## src/rtl/up_down_counter_if.sv

```systemverilog
// Control/status bundle for up_down_counter: load/count controls in, value and terminal-count flag out.
interface up_down_counter_if #(
  parameter int N = 11
);
  logic         Load;
  logic [N-1:0] In;
  logic         En;
  logic         Din;
  logic [N-1:0] Out;
  logic         Cout;

  modport master (output Load, In, En, Din, input Out, Cout);
  modport slave  (input Load, In, En, Din, output Out, Cout);
endinterface

```

## src/rtl/up_down_counter.sv

```systemverilog
// N-bit up/down counter with parallel load, count enable and combinational terminal-count flag.
// Optional build macro UPDOWN_SATURATE_EN: saturate at the end values instead of wrapping.
module up_down_counter #(
  parameter int N = 11
) (
  input  logic                 clk,
  input  logic                 rst_n,
  up_down_counter_if.slave     bus
);

  localparam logic [N-1:0] CNT_MAX = {N{1'b1}};
  localparam logic [N-1:0] CNT_ZERO = {N{1'b0}};
  localparam logic [N-1:0] CNT_ONE = {{(N-1){1'b0}}, 1'b1};

  logic [N-1:0] cnt_q;
  logic [N-1:0] cnt_d;
  logic         at_term_s;

  // Terminal value for the selected direction: all-ones going up, zero going down.
  always_comb begin
    at_term_s = 1'b0;
    if (bus.Din) begin
      at_term_s = (cnt_q == CNT_ZERO);
    end else begin
      at_term_s = (cnt_q == CNT_MAX);
    end
  end

  // Next count: load beats count, count beats hold.
  always_comb begin
    cnt_d = cnt_q;
    if (bus.Load) begin
      cnt_d = bus.In;
    end else if (bus.En) begin
`ifdef UPDOWN_SATURATE_EN
      if (at_term_s) begin
        cnt_d = cnt_q;
      end else if (bus.Din) begin
        cnt_d = cnt_q - CNT_ONE;
      end else begin
        cnt_d = cnt_q + CNT_ONE;
      end
`else
      if (bus.Din) begin
        cnt_d = cnt_q - CNT_ONE;
      end else begin
        cnt_d = cnt_q + CNT_ONE;
      end
`endif
    end else begin
      cnt_d = cnt_q;
    end
  end

  // Counter register, cleared asynchronously.
  always_ff @(posedge clk or negedge rst_n) begin
    if (!rst_n) begin
      cnt_q <= CNT_ZERO;
    end else begin
      cnt_q <= cnt_d;
    end
  end

  assign bus.Out = cnt_q;
  // Gated by rst_n so controls left active during reset cannot raise the flag.
  assign bus.Cout = rst_n & ~bus.Load & bus.En & at_term_s;

endmodule

```

## src/flat_wrapper.sv

```systemverilog
// flat-port wrapper written by rule: the top's interface ports become plain ports
module up_down_counter_flat 
#(
  parameter int N = 11
)
  (clk, rst_n, bus_Load, bus_In, bus_En, bus_Din, bus_Out, bus_Cout);
  up_down_counter_if #(.N(N)) bus_i ();
  input  logic clk;
  input  logic rst_n;
  input wire logic [$bits(bus_i.Load)-1:0] bus_Load;
  input wire logic [$bits(bus_i.In)-1:0] bus_In;
  input wire logic [$bits(bus_i.En)-1:0] bus_En;
  input wire logic [$bits(bus_i.Din)-1:0] bus_Din;
  output wire logic [$bits(bus_i.Out)-1:0] bus_Out;
  output wire logic [$bits(bus_i.Cout)-1:0] bus_Cout;
  assign bus_i.Load = bus_Load;
  assign bus_i.In = bus_In;
  assign bus_i.En = bus_En;
  assign bus_i.Din = bus_Din;
  assign bus_Out = bus_i.Out;
  assign bus_Cout = bus_i.Cout;
  up_down_counter #(.N(N)) u_core (.clk(clk), .rst_n(rst_n), .bus(bus_i));
endmodule
```

## config.mk

```make
export PLATFORM = sky130hd
export DESIGN_NAME = up_down_counter_flat
export DESIGN_NICKNAME = d
export VERILOG_FILES = /design/src/rtl/up_down_counter_if.sv /design/src/rtl/up_down_counter.sv /design/src/flat_wrapper.sv
export SDC_FILE = /design/constraint.sdc
export NUM_CORES = 1
export LEC_CHECK = 0
export BUFFER_PORTS_ARGS = -buffer_cell sky130_fd_sc_hd__buf_2
export CAP_MARGIN = 20
export CORE_MARGIN = 1
export CORE_UTILIZATION = 35
export CTS_CLUSTER_SIZE = 16
export DETAILED_ROUTE_END_ITERATION = 16
export PLACE_DENSITY_LB_ADDON = 0.05
export SYNTH_ARGS = -nofsm -noshare
export SYNTH_HDL_FRONTEND = slang
export SYNTH_SLANG_ARGS = --single-unit
```

## constraint.sdc

```tcl
create_clock -name clk -period 3 [get_ports clk]
set_clock_uncertainty 0.1 [all_clocks]
set_input_delay 0.3 -clock clk [delete_from_list [all_inputs] [get_ports clk]]
set_output_delay 0.3 -clock clk [all_outputs]
set_load 0.1 [all_outputs]
```

==> key figures <==
Status
  • Status: finished, final reports clean

Logic synthesis
  • Mapped Cells: 120
  • Post-Synthesis Cell Area: 0.00104 sq mm
  • Synth warnings: 0
  • FF+latch count, synth: 11
  • Netlist cell types: 39
  • Sequential area share after synthesis: 26.5%
  • Mapped Nets: approximately 150
  • Synthesized area per cell: 8.66 sq um

Final layout
  • Largest register FFs: 11
  • # nets final: 174
  • Area grow syn2layout: 19.1%
  • FILL cells: 293
  • Footprint of the multi-input gates: around 740 sq um
  • Diodes inserted: 0
  • Share of post-route cells with drive strength above 1: 25.2%
  • Reg area: between 200 and 300 sq um
  • Layout Utilization: 44.5%

Worst hold path
  • Hold Path Class: input port to flop
  • Hold Path Stages: 3

Placed design
  • Hpwl dp: 2.00 mm
  • Number of buffers added on ports: 27
  • Placer Congestion: around 0.85

STA
  • Final setup fails: 0
  • Final Critical Period: 2310 ps
  • Final slew viol count: 0
  • Max Freq: 0.433 GHz
  • Worst-margin pin slew: 486 ps
  • Fin crit share: approximately 77%
  • Final Hold Vio Count: 0
  • Setup TNS after final layout: 0 ps
  • Slew HR: about 68%
  • Min Hold Slack: 135 ps
  • RSZ-0062 raised after global routing: no

Pwr
  • Leakage Power: 0.578 nW
  • Peak supply drop: around 0.00032 V
  • Power per cell area: 640 mW/mm^2

CTS
  • Sink Count: 11
  • Clk slew on worst S/H paths: 80 ps
  • Skew-Pair Late Insertion Delay: 270 ps
  • Post-CTS setup buffers: 0
  • Root Buffer: clkbuf_4
  • CTS Buffer Depth: 2
  • CTS tree: built
  • H-tree depth: 1
  • TritonCTS buffer count: 3

Die
  • Initial core utilization: a little under two fifths
  • Core ar.: 0.00278 sq mm
  • Die area: 0.00319 sq mm
  • Die X: between 50 and 60 um
  • IO Pins: 28
  • # rows: 19
  • Die height: roughly 57 um

Drt
  • Starting DRT DRC Count: 21
  • WL per Instance: 14.5 um
  • Routed Antenna Nets: 0
  • Wirelength, routed: 2.57 mm
  • Pre-antenna DRT Iters: 4
  • Via count: about 980
  • Via/cell ratio: 5.49
  • Residual DRC: 0

Global routing
  • M2 GR Usage: 27.2%
  • Gr busiest metal: met2
  • GR Layer Usage met1: 24.0%
  • Initial antenna violation count: 0
  • Vias in the first global route: just over 900
  • Met3 Use GR: under 10%
  • Largest net degree at the start of global routing: 26
  • Total track usage: 17.3%
  • First-pass GRT wire length: 4.30 mm
  • GR Overflow Total: 0

Worst setup path
  • Critical-path top delay cell: or4b_4
  • CP Capture Type: flop
  • Critical Path Source Type: flop
  • Crit path largest cell delay: roughly 540 ps
  • Crit path max fanout: 6
  • Crit path kind: flop to flop
  • Worst endpoint required time: between 3000 and 4000 ps
  • Reg2Reg Depth: 7
  • Worst path cell trace: fa_1 > a21oi_1 > nor2_1 > or4b_4 > o221ai_2 > xnor2_1 > o21ai_1
  • CP arrival: between 2000 and 2500 ps

Job
  • Max-Cap Viols: 0
-- cells in the final DEF (no fill, tap or decap), types with 4 or more instances in the layout --
cell      n
a21oi_1   9
nand2_1  11
mux2i_1   4
ha_1      9
xnor2_1   6
nor2_1    7
nand4_1   4
nor2b_1   4
dfrtp_1  11
o21ai_0   8
a21o_1    5
buf_2    27
-- critical path: cells and delay by family (launching register included) --
| family | cells | cell delay [ps] |
|---|---|---|
| adder cells (fa/ha/maj) | 1 | 480 |
| XOR/XNOR | 1 | 140 |
| AO/OA/AOI/OAI | 3 | 370 |
| AND/OR/NAND/NOR | 2 | 630 |
| flip-flops | 1 | 460 |
-- repair_timing --
item | CTS | global route
resized for setup | 0 | 0
hold buffers | 1 | 0
endpoints found under the hold margin | 11 | 0
-- cells by family (layout without fill, tap and decap cells) --
| family | after synthesis | in the layout | share of synthesized area, % |
|---|---|---|---|
| AO/OA/AOI/OAI | 38 | 38 | 24.3 |
| XOR/XNOR | 7 | 7 | 5.90 |
| adder cells (fa/ha/maj) | 10 | 10 | 12.8 |
| buffers and inverters | 8 | 35 | 3.61 |
| flip-flops | 11 | 11 | 26.5 |
| multiplexers | 5 | 5 | 4.93 |
| AND/OR/NAND/NOR | 41 | 41 | 22.0 |
-- final cells by class --
| cell class | instances | area share, % |
|---|---|---|
| multi-input combinational | 101 | 59.9 |
| timing repair buffer | 28 | 11.7 |
| tap | 31 | 3.13 |
| clock buffer | 4 | 2.12 |
| sequential | 11 | 22.2 |
| inverter | 3 | 0.909 |
-- where the power goes --
part	switching [W]	internal (W)	total, W
Clock	0.0000534	0.0000514	0.000105
Sequential	0.0000391	0.000172	0.000211
Combinational	0.000331	0.000146	0.000477
Total	0.000423	0.000369	0.000793
-- cell usage after synthesis, drive strengths merged --
library cell  count  share of area, %
a21oi             9               4.3
nand4             4               2.4
a22oi             2               1.4
ha                9                11
a211oi            3               2.6
mux2i             4               3.9
nand2b            2               1.2
or3               1              0.60
dfrtp            11                26
nor2b             4               2.4
o21a              1              0.72
nor3              1              0.48
nand3             2              0.96
o21ai             9               4.3
buf               2               1.4
o31ai             2               1.4
a21o              6               4.5
xnor2             6               5.1
nand4b            1              0.84
nor2              7               2.5
xor2              1              0.84
nor4              2               1.2
a2bb2oi           1              0.84
or3b              1              0.84
nand2            11               4.0
clkbuf            3               1.1
mux2              1               1.1
fa                1               1.9
or4b              1               1.3
nand3b            1              0.72
nor4b             3               2.5
a31oi             2               1.2
o221ai            1               1.4
inv               3               1.1
o21bai            2               1.4
-- metal layers --
| metal | vias to the layer above | part of all wire, % |
|---|---|---|
| met5 | - | 0 |
| met2 | 11 | 46 |
| met3 | 2 | 1.5 |
| met4 | 0 | 0.82 |
| met1 | 464 | 52 |
| li1 | 501 | - |
-- metrics by stage --
| stage | setup slack, ps | total power [W] | cell area [sq um] | instances |
|---|---|---|---|---|
| after floorplan | 76.9 | 0.000603 | 1050 | 120 |
| after global placement | 662 | 0.000691 | 1200 | 173 |
| after detailed placement | 641 | 0.000693 | 1200 | 173 |
| after CTS | 672 | 0.000802 | 1240 | 178 |
| after global routing | 557 | 0.000846 | 1240 | 178 |
| final | 693 | 0.000793 | 1240 | 178 |
-- path summary, 6_finish.rpt --
path                       slack [ps]                              to                            from
min in group asynchronous         330   u_core.bus.Out[1]$_DFFE_PN0P_                           rst_n
setup reg to reg                  690  u_core.bus.Out[10]$_DFFE_PN0P_   u_core.bus.Out[0]$_DFFE_PN0P_
hold reg to reg                   520  u_core.bus.Out[10]$_DFFE_PN0P_  u_core.bus.Out[10]$_DFFE_PN0P_
hold / removal                    130   u_core.bus.Out[5]$_DFFE_PN0P_                       bus_In[5]
setup / recovery                  690  u_core.bus.Out[10]$_DFFE_PN0P_   u_core.bus.Out[0]$_DFFE_PN0P_
max in group asynchronous        2240   u_core.bus.Out[8]$_DFFE_PN0P_                           rst_n
(Power assumes the default switching activity.)
